--- config.mk ---
export PLATFORM = sky130hd
export DESIGN_NAME = lcd114_fill_master
export DESIGN_NICKNAME = d
export VERILOG_FILES = /design/src/rtl/lcd114_pkg.sv /design/src/rtl/lcd114_bus_req.sv /design/src/rtl/lcd114_fill_master.sv
export SDC_FILE = /design/constraint.sdc
export NUM_CORES = 1
export LEC_CHECK = 0
export ABC_AREA = 0
export BUFFER_PORTS_ARGS = -buffer_cell sky130_fd_sc_hd__clkbuf_2
export CORE_MARGIN = 2
export CORE_UTILIZATION = 50
export CTS_CLUSTER_DIAMETER = 80
export DETAILED_ROUTE_END_ITERATION = 16
export PLACE_DENSITY = 0.68
export SLEW_MARGIN = 15
export SYNTH_ARGS = -nofsm -noshare
export SYNTH_HDL_FRONTEND = slang
export SYNTH_SLANG_ARGS = --single-unit
--- constraint.sdc ---
create_clock -name clk -period 15.92 [get_ports clk]
set_input_delay 1.592 -clock clk [delete_from_list [all_inputs] [get_ports clk]]
set_output_delay 1.592 -clock clk [all_outputs]
set_load 0.05 [all_outputs]
--- src/rtl/lcd114_pkg.sv ---
// Shared constants, FSM state encoding and command-word helper for the LCD114 fill master.
package lcd114_pkg;

    localparam logic [31:0] REG_CMD   = 32'h0000_0000;
    localparam logic [31:0] REG_PIX   = 32'h0000_0004;
    localparam logic [31:0] REG_CTRL  = 32'h0000_0008;
    localparam logic [15:0] DATA_FLAG = 16'h0100;
    localparam logic [7:0]  CASET     = 8'h2A;
    localparam logic [7:0]  RASET     = 8'h2B;
    localparam logic [7:0]  RAMWR     = 8'h2C;
    localparam logic [31:0] BOOT_WORD = 32'hFFFF_FFFF;
    localparam int          CMD_WORDS = 11;

    typedef enum logic [2:0] {
        ST_IDLE,
        ST_CHECK,
        ST_BOOT,
        ST_POLL,
        ST_CMD,
        ST_PIX,
        ST_FIN
    } state_t;

    // Window-setup word list: CASET + 4 data bytes, RASET + 4 data bytes, RAMWR.
    function automatic logic [31:0] cmd_word(input logic [3:0] idx, input logic [15:0] xs,
                                             input logic [15:0] xe, input logic [15:0] ys,
                                             input logic [15:0] ye);
        logic [15:0] w;
        case (idx)
            4'd0:    w = {8'h00, CASET};
            4'd1:    w = DATA_FLAG | {8'h00, xs[15:8]};
            4'd2:    w = DATA_FLAG | {8'h00, xs[7:0]};
            4'd3:    w = DATA_FLAG | {8'h00, xe[15:8]};
            4'd4:    w = DATA_FLAG | {8'h00, xe[7:0]};
            4'd5:    w = {8'h00, RASET};
            4'd6:    w = DATA_FLAG | {8'h00, ys[15:8]};
            4'd7:    w = DATA_FLAG | {8'h00, ys[7:0]};
            4'd8:    w = DATA_FLAG | {8'h00, ye[15:8]};
            4'd9:    w = DATA_FLAG | {8'h00, ye[7:0]};
            default: w = {8'h00, RAMWR};
        endcase
        return {16'h0000, w};
    endfunction

endpackage

--- src/rtl/lcd114_bus_req.sv ---
// Single-beat valid/ready request engine with a per-request timeout.
// ack/timeout are combinational so the sequencer can queue the next beat after one idle cycle.
module lcd114_bus_req
    import lcd114_pkg::*;
#(
    parameter int TIMEOUT = 1024
) (
    input  logic        clk,
    input  logic        reset,
    input  logic        req,
    input  logic [31:0] req_addr,
    input  logic [31:0] req_wdata,
    input  logic        req_write,
    output logic        ack,
    output logic        timeout,
    output logic        mem_valid,
    input  logic        mem_ready,
    output logic [31:0] mem_addr,
    output logic [31:0] mem_wdata,
    output logic [3:0]  mem_wstrb
);
    localparam int CW = $clog2(TIMEOUT + 1);
    localparam logic [CW-1:0] CNT_LAST = CW'(TIMEOUT - 1);

    logic          valid_q, valid_d;
    logic [31:0]   addr_q, addr_d;
    logic [31:0]   wdata_q, wdata_d;
    logic [3:0]    wstrb_q, wstrb_d;
    logic [CW-1:0] cnt_q, cnt_d;

    always_comb begin
        valid_d = valid_q;
        addr_d  = addr_q;
        wdata_d = wdata_q;
        wstrb_d = wstrb_q;
        cnt_d   = cnt_q;
        ack     = 1'b0;
        timeout = 1'b0;
        if (valid_q) begin
            if (mem_ready) begin
                ack     = 1'b1;
                valid_d = 1'b0;
            end else if (cnt_q == CNT_LAST) begin
                timeout = 1'b1;
                valid_d = 1'b0;
            end else begin
                cnt_d = cnt_q + 1'b1;
            end
        end else if (req) begin
            // Request fields are captured here and held until the beat ends.
            valid_d = 1'b1;
            addr_d  = req_addr;
            wdata_d = req_wdata;
            wstrb_d = req_write ? 4'b1111 : 4'b0000;
            cnt_d   = '0;
        end
    end

    always_ff @(posedge clk or posedge reset) begin
        if (reset) begin
            valid_q <= 1'b0;
            addr_q  <= '0;
            wdata_q <= '0;
            wstrb_q <= '0;
            cnt_q   <= '0;
        end else begin
            valid_q <= valid_d;
            addr_q  <= addr_d;
            wdata_q <= wdata_d;
            wstrb_q <= wstrb_d;
            cnt_q   <= cnt_d;
        end
    end

    assign mem_valid = valid_q;
    assign mem_addr  = addr_q;
    assign mem_wdata = wdata_q;
    assign mem_wstrb = wstrb_q;

endmodule

--- src/rtl/lcd114_fill_master.sv ---
// Hardware rectangle-fill sequencer: optional boot write, status poll, window setup, pixel burst.
module lcd114_fill_master
    import lcd114_pkg::*;
#(
    parameter logic [31:0] BASE     = 32'h0000_0000,
    parameter int          X_OFF    = 40,
    parameter int          Y_OFF    = 53,
    parameter int          TIMEOUT  = 1024,
    parameter int          POLL_MAX = 64
) (
    input  logic        clk,
    input  logic        reset,
    input  logic        start,
    input  logic        boot_req,
    input  logic [7:0]  x0,
    input  logic [7:0]  y0,
    input  logic [7:0]  x1,
    input  logic [7:0]  y1,
    input  logic [15:0] color,
    output logic        busy,
    output logic        done,
    output logic        err,
    output logic        mem_valid,
    input  logic        mem_ready,
    output logic [31:0] mem_addr,
    output logic [31:0] mem_wdata,
    output logic [3:0]  mem_wstrb,
    input  logic [31:0] mem_rdata
);
    localparam int             PW        = $clog2(POLL_MAX + 1);
    localparam logic [PW-1:0]  POLL_LAST = PW'(POLL_MAX - 1);
    localparam logic [3:0]     CMD_LAST  = 4'(CMD_WORDS - 1);
    localparam logic [15:0]    X_OFF16   = 16'(X_OFF);
    localparam logic [15:0]    Y_OFF16   = 16'(Y_OFF);

    state_t        state_q, state_d;
    logic [7:0]    x0_q, x0_d, y0_q, y0_d, x1_q, x1_d, y1_q, y1_d;
    logic [15:0]   color_q, color_d;
    logic          boot_q, boot_d;
    logic          err_q, err_d, done_q, done_d;
    logic [3:0]    idx_q, idx_d;
    logic [PW-1:0] poll_q, poll_d;
    logic [16:0]   pix_q, pix_d;

    logic          req, req_write, ack, timeout;
    logic [31:0]   req_addr, req_wdata;
    logic [15:0]   xs, xe, ys, ye;
    logic [8:0]    width, height;
    logic [16:0]   n_pix;
    logic          unused_rdata;

    assign xs     = {8'h00, x0_q} + X_OFF16;
    assign xe     = {8'h00, x1_q} + X_OFF16;
    assign ys     = {8'h00, y0_q} + Y_OFF16;
    assign ye     = {8'h00, y1_q} + Y_OFF16;
    assign width  = {1'b0, x1_q} - {1'b0, x0_q} + 9'd1;
    assign height = {1'b0, y1_q} - {1'b0, y0_q} + 9'd1;
    assign n_pix  = 17'(width) * 17'(height);
    assign unused_rdata = ^mem_rdata[31:1];

    always_comb begin
        state_d   = state_q;
        x0_d      = x0_q;
        y0_d      = y0_q;
        x1_d      = x1_q;
        y1_d      = y1_q;
        color_d   = color_q;
        boot_d    = boot_q;
        err_d     = err_q;
        done_d    = 1'b0;
        idx_d     = idx_q;
        poll_d    = poll_q;
        pix_d     = pix_q;
        req       = 1'b0;
        req_write = 1'b0;
        req_addr  = BASE + REG_CMD;
        req_wdata = 32'h0000_0000;
        case (state_q)
            ST_IDLE: begin
                // A start coinciding with the done pulse belongs to the old run and is dropped.
                if (start && !done_q) begin
                    x0_d    = x0;
                    y0_d    = y0;
                    x1_d    = x1;
                    y1_d    = y1;
                    color_d = color;
                    boot_d  = boot_req;
                    err_d   = 1'b0;
                    state_d = ST_CHECK;
                end
            end
            ST_CHECK: begin
                if (x1_q < x0_q || y1_q < y0_q) begin
                    err_d   = 1'b1;
                    done_d  = 1'b1;
                    state_d = ST_IDLE;
                end else begin
                    idx_d   = '0;
                    poll_d  = '0;
                    state_d = boot_q ? ST_BOOT : ST_POLL;
                end
            end
            ST_BOOT: begin
                req       = 1'b1;
                req_write = 1'b1;
                req_addr  = BASE + REG_CTRL;
                req_wdata = BOOT_WORD;
                if (ack) state_d = ST_POLL;
            end
            ST_POLL: begin
                req = 1'b1;
                if (ack) begin
                    if (mem_rdata[0]) begin
                        state_d = ST_CMD;
                    end else if (poll_q == POLL_LAST) begin
                        err_d   = 1'b1;
                        done_d  = 1'b1;
                        state_d = ST_IDLE;
                    end else begin
                        poll_d = poll_q + 1'b1;
                    end
                end
            end
            ST_CMD: begin
                req       = 1'b1;
                req_write = 1'b1;
                req_wdata = cmd_word(idx_q, xs, xe, ys, ye);
                if (ack) begin
                    if (idx_q == CMD_LAST) begin
                        pix_d   = n_pix;
                        state_d = ST_PIX;
                    end else begin
                        idx_d = idx_q + 1'b1;
                    end
                end
            end
            ST_PIX: begin
                req       = 1'b1;
                req_write = 1'b1;
                req_addr  = BASE + REG_PIX;
                req_wdata = {16'h0000, color_q};
                if (ack) begin
                    if (pix_q == 17'd1) state_d = ST_FIN;
                    else                pix_d   = pix_q - 17'd1;
                end
            end
            ST_FIN: begin
                done_d  = 1'b1;
                state_d = ST_IDLE;
            end
            default: state_d = ST_IDLE;
        endcase
        if (timeout) begin
            err_d   = 1'b1;
            done_d  = 1'b1;
            state_d = ST_IDLE;
        end
    end

    always_ff @(posedge clk or posedge reset) begin
        if (reset) begin
            state_q <= ST_IDLE;
            x0_q    <= '0;
            y0_q    <= '0;
            x1_q    <= '0;
            y1_q    <= '0;
            color_q <= '0;
            boot_q  <= 1'b0;
            err_q   <= 1'b0;
            done_q  <= 1'b0;
            idx_q   <= '0;
            poll_q  <= '0;
            pix_q   <= '0;
        end else begin
            state_q <= state_d;
            x0_q    <= x0_d;
            y0_q    <= y0_d;
            x1_q    <= x1_d;
            y1_q    <= y1_d;
            color_q <= color_d;
            boot_q  <= boot_d;
            err_q   <= err_d;
            done_q  <= done_d;
            idx_q   <= idx_d;
            poll_q  <= poll_d;
            pix_q   <= pix_d;
        end
    end

    assign busy = (state_q != ST_IDLE);
    assign done = done_q;
    assign err  = err_q;

    lcd114_bus_req #(
        .TIMEOUT(TIMEOUT)
    ) u_bus_req (
        .clk      (clk),
        .reset    (reset),
        .req      (req),
        .req_addr (req_addr),
        .req_wdata(req_wdata),
        .req_write(req_write),
        .ack      (ack),
        .timeout  (timeout),
        .mem_valid(mem_valid),
        .mem_ready(mem_ready),
        .mem_addr (mem_addr),
        .mem_wdata(mem_wdata),
        .mem_wstrb(mem_wstrb)
    );

endmodule

# Yosys cells after proc, flatten, opt, wreduce, memory -nomap -nowiden
# Cells that the tools add are included.
# op_classes
reduce_logical	21
mul	1
eq_ne	41
order_cmp	2
bitwise_logic	1
muxes	59
add_sub_neg	12
# ops
op	count
$pmux 32 s3	1
$pmux 9 s10	1
$mux 17	4
$mux 11	4
$add 8x6->9 const B	4
$pmux 17 s2	1
$mux 3	10
$ne 3x3->1 const B	10
$mux 7	4
$mux 1	23
$ne 2x2->1 const B	11
$add 9x1->9 const B	2
$pmux 3 s6	1
$sub 8x8->9	2
$eq 17x1->1 const B	1
$mul 9x9->17	1
$sub 17x1->17 const B	1
$eq 4x3->1 const B	4
$lt 8x8->1	2
$mux 4	4
$pmux 4 s2	2
$pmux 7 s2	1
$eq 4x4->1 const B	3
$add 11x1->11 const B	1
other kinds (29)	39
# word_totals
in_bits	85
word_cells	154
out_inout_bits	72
ff_bits	162

# Logic depth before layout (Yosys ltp)
# Gate-level depths: netlist of run 1.
# logic_depth
depth_word	6
depth_mapped	28
ltp_nobuf	28

# By module
# From an unflattened synthesis of run 1, not the netlist that was laid out.
# hier_totals
cells_unflattened	1274
hier_area_um2	11448.5
# by_module_without_submodules
mod	seq_area_each_um2	area_per_inst_um2	cells_per_inst	n_inst
lcd114_fill_master	2052.0	8321.7	927	1
lcd114_bus_req	1926.8	3126.7	347	1

# Worst setup path before layout of run 1
# No wires, ideal clock.
# synth_timing
path_type	reg2reg
from	reg y0_q[1]
to	reg pix_q[16]
n_path_buf	0
path_stages_with_launch	28
arrival_ns	6.092
required_ns	15.788
synth_period_minus_slack_ns	6.224
path_slack_ns	9.696
path_cell_list	dfrtp_1 inv_1 ha_1 inv_1 ha_1 fa_1 nor2b_1 o21ai_0 nand2b_1 a21o_1 a21o_1 xor2_1 nand2_1 fa_1 fa_1 inv_1 fa_1 inv_1 fa_1 inv_1 ha_1 o21a_1 o31ai_1 a221o_1 a31oi_1 a2111oi_0 a311oi_1 nand3b_1
# synth_via
elab_chain_cells	6
# synth_rtl
element	line	source
from (decl)	lcd114_fill_master.sv:37	logic [7:0] x0_q, x0_d, y0_q, y0_d, x1_q, x1_d, y1_q, y1_d;
from (signal assigned)	lcd114_fill_master.sv:177	y0_q <= y0_d;
$sub 8x8->9	lcd114_fill_master.sv:57	assign height = {1'b0, y1_q} - {1'b0, y0_q} + 9'd1;
$add 9x1->9	lcd114_fill_master.sv:57	
$mul 9x9->17	lcd114_fill_master.sv:58	assign n_pix = 17'(width) * 17'(height);
$mux 17	lcd114_fill_master.sv:129	if (idx_q == CMD_LAST) begin
$mux 17	lcd114_fill_master.sv:128	if (ack) begin
$pmux 17 s2	lcd114_fill_master.sv:78	case (state_q)
to (signal assigned)	lcd114_fill_master.sv:186	pix_q <= pix_d;
to (decl)	lcd114_fill_master.sv:43	logic [16:0] pix_q, pix_d;
# Every way passes these cells. The select of a mux whose other input is x is not followed.
# A chain may end at the register's enable or synchronous reset.

# Final worst setup path of run 1
# Ends and elaborated chain as after synthesis.

==> impl_metrics.ini, run 1 <==
[layout]
syn_to_final_growth_pct = 10.5
share_of_cells_above_drive_strength_1_pct = 16.7
mostFrequentLayoutCell = inv_1
insertedDiodeCount = 0
fin_nets = 1402
finish.utilization_pct = 56.8
layout_common_cells = 127 x inv_1, 114 x dfrtp_1, 104 x nor2_1

[logic_synthesis]
yosys_register_bits = 114
synth_ff_type = dfrtp_1
ys_async_sr_fraction_pct = 100
synth-seq-area-share_pct = 28.3
avgSynthCellArea_um2 = 9.05
synth-warning-count = 0
synthCells = 1113
yosys.cell_types.count = 72
synth_edf_count = 0
synth_area_mm2 = 0.0101

[sta]
post-route-period-util_pct = 43.2
drv_slew = 0
rsz_0062_raised_after_global_routing = false
achievable-frequency_ghz = 0.145
worst_slew_pin_slew_ns = 0.949
totalNegativeSetupSlack_ns = 0
clock_skew_ns = 0.0128
timing.final.setup_violations = 0
max-slew-margin-rel_pct = 36.8
period_minus_slack_ns = 6.88
hold_ws_ns = 0.482
finalHoldViolCount = 0

[clock_network]
cts.reportedPaths.clkPinSlew_ns = 0.06
insertion_delay_ns = 0.43
clock_tree_from_tritoncts = done
cts.htree.levels = 4
cts-root-buf = clkbuf_16
cts_inserted_buffers = 17
numClockSinks = 114
hold_buffers = 0
post_cts_buffers = 0
ctsResizeCount = 0
clk_path_buf_depth = 2

[floorplanning]
start_util_pct = 51.4
fp.dieArea_mm2 = 0.0213
floorplan.core_area_mm2 = 0.0196
dieWidth_um = 146
core.rowCount = 51
floorplan.die.height_um = 146
ios = 157

[worst_setup_path]
path_common_cell = fa_1
crit_path_start_kind = register
worstPathBufferInverterCount = 4
worst_setup_path_end_kind = register
crit_family = adder cells
max_stage_delay_ns = 0.54
critical_path_class = reg2reg
worstPathMaxFanout = 6
cp_slowest_cell = fa_1
cp.arrival_ns = 7.18
worst_ep_required_time_ns = 16.21

[worst_hold_path]
worstHoldPathType = reg2reg

[routing]
wl_per_cell_um = 16.0
drc_errors = 0
vias_per_cell = 5.42
antenna_violating_nets_post_route = 0
detailedRoute.firstPassIterationCount = 5
drt_iter0_drc = 480
vias = 7898
final_wirelength_um = 23300

[global_route]
grt_usage_pct = 22.8
first_global_vias = 7968
initial_antenna_violation_count = 0
grt_max_degree = 62
grt_pass1_wl_um = 39400
grt-ovfl-total = 0

[job]
cap_violations = 0

[placement]
gp_congestion = 0.960
buffer_ports.inserted = 95
detailed_place_hpwl_um = 18100

[run_status]
outcome = completed
==> metal layers <==
metal	wire [µm]	GRT usage [%]	up-vias
li1	-	-	3825
met1	10500	30.2	3846
met2	11500	37.9	180
met3	797	3.67	47
met4	530	8.19	0
met5	0	0	-
==> cell type report <==
class                   instances  area, µm²
multi-input cells             817       6340
inverters                     128        483
flip-flops and latches        114       2850
clock inverters                14        176
clock buffers                  18        439
well taps                     265        332
fillers                      1813       8450
repair buffers                100        513
==> cell families (layout without fill, tap and decap cells) <==
| family | count (synthesis) | in the layout | synth area share [%] |
|---|---|---|---|
| fa+ha+maj | 139 | 139 | 21.5 |
| compound gates | 210 | 210 | 13.4 |
| xor+xnor | 62 | 62 | 5.39 |
| flops | 114 | 114 | 28.3 |
| mux | 55 | 55 | 6.09 |
| other cells | 1 | 30 | 0.0372 |
| simple gates | 321 | 321 | 15.4 |
| buf+inv | 211 | 260 | 9.84 |
==> worst reg2reg max path: cells and delay by family, from the launching register on <==
family / cells / cell delay [ns]
xor gates and xnor gates: 1 / 0.50
AOI/OAI and AO/OA: 8 / 1.73
adders and majority gates: 8 / 3.33
DFF: 1 / 0.46
buffers and inverters: 4 / 0.20
and+or+nand+nor: 4 / 0.54
==> state kept, by name, indices dropped and copies added, names as in the netlist <==
signal and cells:
boot_q 1, u_bus_req.mem_wdata 17, err 1, idx_q 4, state_q 3, x0_q 8, y1_q 8, u_bus_req.mem_valid 1
poll_q 7, u_bus_req.cnt_q 11, pix_q 17, x1_q 8, y0_q 8, done 1, u_bus_req.mem_addr 2, color_q 16
u_bus_req.mem_wstrb 1
==> final timing paths <==
path	startpoint	to	slack [ns]	cells after the start
max in group asynchronous	reset	pix_q[5]$_DFFE_PP0P_	13.41	3
worst max register to register	y0_q[1]$_DFFE_PP0P_	pix_q[16]$_DFFE_PP0P_	9.04	25
min in group asynchronous	reset	x1_q[7]$_DFFE_PP0P_	1.24	2
worst max-delay path	y0_q[1]$_DFFE_PP0P_	pix_q[16]$_DFFE_PP0P_	9.04	25
worst min register to register	u_bus_req.mem_wdata[3]$_DFFE_PP0P_	u_bus_req.mem_wdata[3]$_DFFE_PP0P_	0.48	2
worst min-delay path	u_bus_req.mem_wdata[3]$_DFFE_PP0P_	u_bus_req.mem_wdata[3]$_DFFE_PP0P_	0.48	2
==> Yosys cell counts (3+ instances only) <==
cell | count | area (µm²)
o21a_1 | 4 | 30.0
fa_1 | 57 | 1140
nor4_1 | 6 | 37.5
nand2_1 | 92 | 345
xnor2_1 | 36 | 315
dfrtp_1 | 114 | 2850
inv_1 | 128 | 480
xor2_1 | 26 | 228
nor2_1 | 104 | 390
mux2i_1 | 5 | 50.1
buf_1 | 7 | 26.3
o21ai_0 | 38 | 190
nand2b_1 | 16 | 100
a22o_1 | 4 | 35.0
or2_2 | 3 | 18.8
or3_1 | 4 | 25.0
o21bai_1 | 8 | 60.1
nand4_1 | 11 | 68.8
a21oi_1 | 59 | 295
o22a_1 | 5 | 43.8
nor3_2 | 3 | 30.0
nand3_1 | 21 | 105
a211oi_1 | 4 | 30.0
nand3b_1 | 5 | 37.5
o21ai_1 | 14 | 70.1
o211ai_1 | 3 | 22.5
clkbuf_1 | 25 | 93.8
o22ai_1 | 6 | 37.5
a31oi_1 | 9 | 56.3
mux2_2 | 50 | 563
nor2b_1 | 9 | 56.3
a21o_1 | 7 | 52.6
and2_1 | 14 | 87.6
nor3_1 | 16 | 80.1
ha_1 | 82 | 1030
a22oi_1 | 8 | 60.1
o31ai_1 | 5 | 37.5
buf_4 | 49 | 368
a221oi_1 | 6 | 52.6
o221ai_1 | 4 | 35.0
==> metrics by stage <==
| step | setup WS, ns | instances | instance area, µm² |
|---|---|---|---|
| 2_1_floorplan | 9.70 | 1142 | 10200 |
| 3_3_place_gp | 9.09 | 1424 | 10500 |
| 3_5_place_dp | 9.02 | 1424 | 10500 |
| 4_1_cts | 8.99 | 1456 | 11100 |
| 5_1_grt | 8.50 | 1456 | 11100 |
| 6_report | 9.04 | 1456 | 11100 |
Power of run 1 is not shown: default switching activity piles up to over one toggle a cycle in this logic, so the estimate is an artifact.
==> inputs of run 2 (changes only) <==
==> constraint.sdc (replaced) <==
create_clock -name clk -period 6.7 [get_ports clk]
set_input_delay 0.67 -clock clk [delete_from_list [all_inputs] [get_ports clk]]
set_output_delay 0.67 -clock clk [all_outputs]
set_load 0.05 [all_outputs]
==> impl_metrics.ini, run 2 (same netlist as run 1, synthesis figures left out) <==
[floorplanning]
floorplan.core_area_mm2 = 0.0196
dieWidth_um = 146
floorplan.die.height_um = 146
fp.dieArea_mm2 = 0.0213
start_util_pct = 51.4
ios = 157
core.rowCount = 51

[layout]
fin_nets = 1423
finish.utilization_pct = 57.8
mostFrequentLayoutCell = inv_1
layout_common_cells = 127 x inv_1, 114 x dfrtp_1, 104 x nor2_1
syn_to_final_growth_pct = 12.5
finish.instance_area_mm2 = 0.0113
share_of_cells_above_drive_strength_1_pct = 18.8

[clock_network]
cts.reportedPaths.clkPinSlew_ns = 0.06
hold_buffers = 0
clock_tree_from_tritoncts = done
clk_path_buf_depth = 2
numClockSinks = 114
cts_inserted_buffers = 17
post_cts_buffers = 0
cts-root-buf = clkbuf_16
insertion_delay_ns = 0.42
cts.htree.levels = 4

[sta]
max-slew-margin-rel_pct = 34.4
post-route-period-util_pct = 96.6
finalHoldViolCount = 0
clock_skew_ns = 0.0146
period_minus_slack_ns = 6.47
timing.final.setup_violations = 0
totalNegativeSetupSlack_ns = 0
achievable-frequency_ghz = 0.154
hold_ws_ns = 0.261
drv_slew = 0
worst_slew_pin_slew_ns = 0.985

[global_route]
grt_use_met2_pct = 36.1
global_route.peak_usage_layer = met2
grt_max_degree = 77
grt_pass1_wl_um = 39000
met1_global_route_usage_pct = 30.7
first_global_vias = 7738
initial_antenna_violation_count = 2
grt_usage_pct = 22.6
grt-ovfl-total = 0
grt.met3_usage_pct = 3.82

[worst_setup_path]
worstPathBufferInverterCount = 5
cp_slowest_cell = fa_1
cp.arrival_ns = 6.76
crit_family = adder cells
crit_path_start_kind = register
worst_flop_to_flop_path_endpoint = pix_q[16]$_DFFE_PP0P_
worst_setup_path_end_kind = register
max_stage_delay_ns = 0.55
worstReg2RegStart = y0_q[1]$_DFFE_PP0P_
critical_path_class = reg2reg
worst_ep_required_time_ns = 6.99
rrSetupSlack_ns = 0.23
rr_worst_depth = 27
worstPathMaxFanout = 4

[routing]
vias_per_cell = 5.39
vias = 7974
drc_errors = 0
antenna_violating_nets_post_route = 0
final_wirelength_um = 23400
detailedRoute.firstPassIterationCount = 5
drt_iter0_drc = 388
wl_per_cell_um = 15.9

[placement]
gp_congestion = 0.956
detailed_place_hpwl_um = 18100
detailed_place.area_mm2 = 0.0107
buffer_ports.inserted = 95

[worst_hold_path]
worstHoldPathType = in2async

[run_status]
outcome = completed

[job]
cap_violations = 0
[run 2: cell count changes in the layout (fill, tap and decap cells not counted), moves of 2 or more]
cell and delta:
buf_4 +21, bufinv_16 -2, clkinv_4 +2, clkinvlp_4 -2
diode_2 +2, inv_8 +2, xor2_1 -2, xor2_2 +2
[run 2: layout make-up]
class / instances / area, µm²
Fill cell: 1746 / 8260
Tap cell: 265 / 332
Multi-Input combinational cell: 817 / 6410
Timing Repair Buffer: 121 / 671
Inverter: 128 / 483
Clock inverter: 15 / 150
Sequential cell: 114 / 2850
Clock buffer: 17 / 425
Antenna cell: 2 / 5.00
[run 2: metrics by stage]
stage | worst slack, ns | instances
after floorplan | 0.476 | 1142
after global placement | 0.187 | 1445
after detailed placement | 0.0491 | 1445
after CTS | 0.0192 | 1477
after global routing | -0.0738 | 1479
final | 0.227 | 1479
[run 2: timing repair]
| item | in CTS | in global routing |
|---|---|---|
| endpoints found under the setup margin | 0 | 4 |
| gates resized for setup | 0 | 10 |
| hold endpoints to repair | 0 | 0 |
[run 2: per-layer routing]
layer / up-vias / wire, µm
met5: - / 0
met4: 0 / 686
met3: 47 / 974
met2: 215 / 11100
met1: 3854 / 10600
li1: 3858 / -
[run 2: how the worst max path moves through the flow]
stage / cells past startpoint / end / slack, ns / from
finish: 27 / pix_q[16]$_DFFE_PP0P_ / 0.23 / y0_q[1]$_DFFE_PP0P_
global route: 27 / pix_q[16]$_DFFE_PP0P_ / -0.07 / y0_q[1]$_DFFE_PP0P_
CTS: 25 / pix_q[16]$_DFFE_PP0P_ / 0.02 / y0_q[1]$_DFFE_PP0P_
detailed placement: 25 / pix_q[16]$_DFFE_PP0P_ / 0.05 / y0_q[1]$_DFFE_PP0P_
global placement: 24 / pix_q[16]$_DFFE_PP0P_ / 0.19 / y1_q[1]$_DFFE_PP0P_
floorplan: 27 / pix_q[16]$_DFFE_PP0P_ / 0.48 / y0_q[1]$_DFFE_PP0P_
Power of run 2 is left out for the same reason.
==> inputs of run 3 (changes only) <==
--- a/config.mk
+++ b/config.mk
@@ -11,8 +11,9 @@
 export CORE_UTILIZATION = 50
 export CTS_CLUSTER_DIAMETER = 80
 export DETAILED_ROUTE_END_ITERATION = 16
-export PLACE_DENSITY = 0.68
+export PLACE_DENSITY = 0.71
 export SLEW_MARGIN = 15
 export SYNTH_ARGS = -nofsm -noshare
 export SYNTH_HDL_FRONTEND = slang
+export SYNTH_HIERARCHICAL = 1
 export SYNTH_SLANG_ARGS = --single-unit
==> impl_metrics.ini, run 3 <==
[run_status]
outcome = completed

[worst_setup_path]
crit_path_start_kind = register
crit_family = adder cells
timing.critical_path.cells = inv_1 -> ha_1 -> inv_1 -> fa_1 -> or3b_1 -> o221ai_2 -> nor2_1 -> xnor2_1 -> nand2b_1 -> fa_1 -> fa_1 -> inv_1 -> fa_1 -> inv_1 -> fa_1 -> inv_1 -> ha_1 -> a21o_1 -> a21oi_1 -> a21boi_2 -> o311a_1 -> a211o_1 -> xnor2_1 -> o311ai_1
max_stage_delay_ns = 0.55
cp_slowest_cell = fa_1
worstPathBufferInverterCount = 5
worstPathMaxFanout = 5
critical_path_class = reg2reg
cp.arrival_ns = 6.77
worst_ep_required_time_ns = 7.03
worst_setup_path_end_kind = register

[clock_network]
numClockSinks = 159
cts_inserted_buffers = 17
clk_path_buf_depth = 2
cts.reportedPaths.clkPinSlew_ns = 0.07
clock_tree_from_tritoncts = done
insertion_delay_ns = 0.44
cts.htree.levels = 4
cts-root-buf = clkbuf_16

[sta]
hold_ws_ns = 0.451
clock_skew_ns = 0.0177
drv_slew = 0
timing.final.setup_violations = 0
finalHoldViolCount = 0
post-route-period-util_pct = 96.1
finalWorstSetupSlack_ns = 0.261
max-slew-margin-rel_pct = 24.6
period_minus_slack_ns = 6.44
worst_slew_pin_slew_ns = 1.12
achievable-frequency_ghz = 0.155

[placement]
dp_worst_setup_slack_ns = 0.0826
buffer_ports.inserted = 125
gp_congestion = 0.923
placed_cells_incl_taps = 1702
detailed_place_hpwl_um = 21200
detailed_place.area_mm2 = 0.0126

[routing]
vias = 9478
drt_iter0_drc = 640
wl_per_cell_um = 16.4
drc_errors = 0
vias_per_cell = 5.45
antenna_violating_nets_post_route = 0
final_wirelength_um = 28500
detailedRoute.firstPassIterationCount = 6

[layout]
share_of_cells_above_drive_strength_1_pct = 19.8
finish.instance_area_mm2 = 0.0133
syn_to_final_growth_pct = 16.4
fin_nets = 1666
mostFrequentLayoutCell = nand2_1
layout.cells.non_filler = 1740
insertedDiodeCount = 0
layout_common_cells = 251 x nand2_1, 159 x dfrtp_1, 135 x inv_1

[logic_synthesis]
synth_most_common_cell = nand2_1
synthCells = 1274
yosys_register_bits = 159
synth_top_cell_by_area = dfrtp_1
synth_ff_type = dfrtp_1
yosys-top-cells-area = dfrtp_1 35%, fa_1 10%, ha_1 9.0%
avgSynthCellArea_um2 = 8.99
ys_async_sr_fraction_pct = 100
synth.top_cells.by_count = 252 x nand2_1, 159 x dfrtp_1, 137 x inv_1, 92 x nor2_1, 82 x ha_1
yosys.cell_types.count = 79
synth-warning-count = 6
netlist.area_leader.share_pct = 34.8
synth-seq-area-share_pct = 34.8
synth_edf_count = 0
synth_area_mm2 = 0.0114

[worst_hold_path]
worstHoldPathType = in2async

[floorplanning]
ios = 157
start_util_pct = 50.7
dieWidth_um = 155
floorplan.die.height_um = 155
core.rowCount = 55
floorplan.core_area_mm2 = 0.0226
fp.dieArea_mm2 = 0.0241

[global_route]
grt-ovfl-total = 0
initial_antenna_violation_count = 0
grt_usage_pct = 24.2
first_global_vias = 9344
grt_max_degree = 83
grt_pass1_wl_um = 47000

[job]
cap_violations = 0
[run 3: cell types whose count changed after synthesis, sizes merged, moves of 7 or more]
cell,previous run,this run
nand2,93,252
inv,128,138
a31oi,9,0
a21o,7,14
a211oi,5,12
buf,58,17
nor2,105,92
dfrtp,114,159
and3,2,10
and2,14,6
xor2,26,19
o21ai,52,59
[run 3: routing by layer]
| layer | vias up | track usage [%] | share of wire [%] |
|---|---|---|---|
| met2 | 246 | 40.6 | 48 |
| met1 | 4644 | 32.8 | 45 |
| met5 | - | 0 | 0 |
| met3 | 44 | 3.68 | 4.4 |
| met4 | 0 | 6.95 | 1.9 |
| li1 | 4544 | - | - |
[run 3: cells by family (layout without fill, tap and decap cells)]
| kind of cell | after synthesis | in the layout | share of synthesized area [%] |
|---|---|---|---|
| muxes | 53 | 53 | 5.19 |
| AOI/OAI and AO/OA | 217 | 217 | 12.6 |
| buffers and inverters | 183 | 335 | 6.24 |
| other | 1 | 30 | 0.0328 |
| xor gates and xnor gates | 52 | 52 | 3.98 |
| DFF | 159 | 159 | 34.8 |
| adders and majority gates | 139 | 139 | 18.9 |
| and+or+nand+nor | 470 | 470 | 18.3 |
[run 3: timing repair]
item | 4_1_cts | 5_1_grt
setup endpoints to repair | 0 | 4
hold buffers | 0 | 0
endpoints found under the hold margin | 0 | 0
resized for setup | 0 | 10
buffers inserted | 0 | 6
[run 3: worst reg2reg max path: stages, from the launching register on]
cell      delay (ns)
dfrtp_1         0.42
inv_1           0.07
ha_1            0.22
inv_1           0.08
fa_1            0.46
or3b_1          0.38
o221ai_2        0.19
nor2_1          0.12
xnor2_1         0.29
nand2b_1        0.12
fa_1            0.50
fa_1            0.55
inv_1           0.05
fa_1            0.52
inv_1           0.05
fa_1            0.53
inv_1           0.04
ha_1            0.30
a21o_1          0.16
a21oi_1         0.22
a21boi_2        0.11
o311a_1         0.34
a211o_1         0.24
xnor2_1         0.13
o311ai_1        0.23
[run 3: path summary, 6_finish.rpt]
path / cells after the start / from / slack [ns] / to
setup / recovery: 24 / y0_q[4]$_DFFE_PP0P_ / 0.26 / pix_q[16]$_DFFE_PP0P_
hold / removal: 3 / reset / 0.45 / color_q[12]$_DFFE_PP0P_
setup reg to reg: 24 / y0_q[4]$_DFFE_PP0P_ / 0.26 / pix_q[16]$_DFFE_PP0P_
hold reg to reg: 2 / u_bus_req/mem_addr[20]$_DFFE_PP0P_ / 0.48 / u_bus_req/mem_addr[20]$_DFFE_PP0P_
max in group asynchronous: 3 / reset / 5.52 / u_bus_req/cnt_q[1]$_DFFE_PP0P_
min in group clk: 2 / y0[6] / 0.46 / y0_q[6]$_DFFE_PP0P_
[run 3: cell type report]
cell class,instances,area [µm²]
Clock inverter,15,184
Timing Repair Buffer,165,930
Sequential cell,159,3980
Inverter,138,522
Multi-Input combinational cell,961,6930
Fill cell,1989,9250
Tap cell,285,357
Clock buffer,17,425
[run 3: metrics by stage]
step	utilization (%)	TNS, ns
detailed placement	55.9	0
finish	59.0	0
global placement	55.9	0
global route	59.0	-0.0211
floorplan	-	0
CTS	58.6	0
Power of run 3 is left out for the same reason.
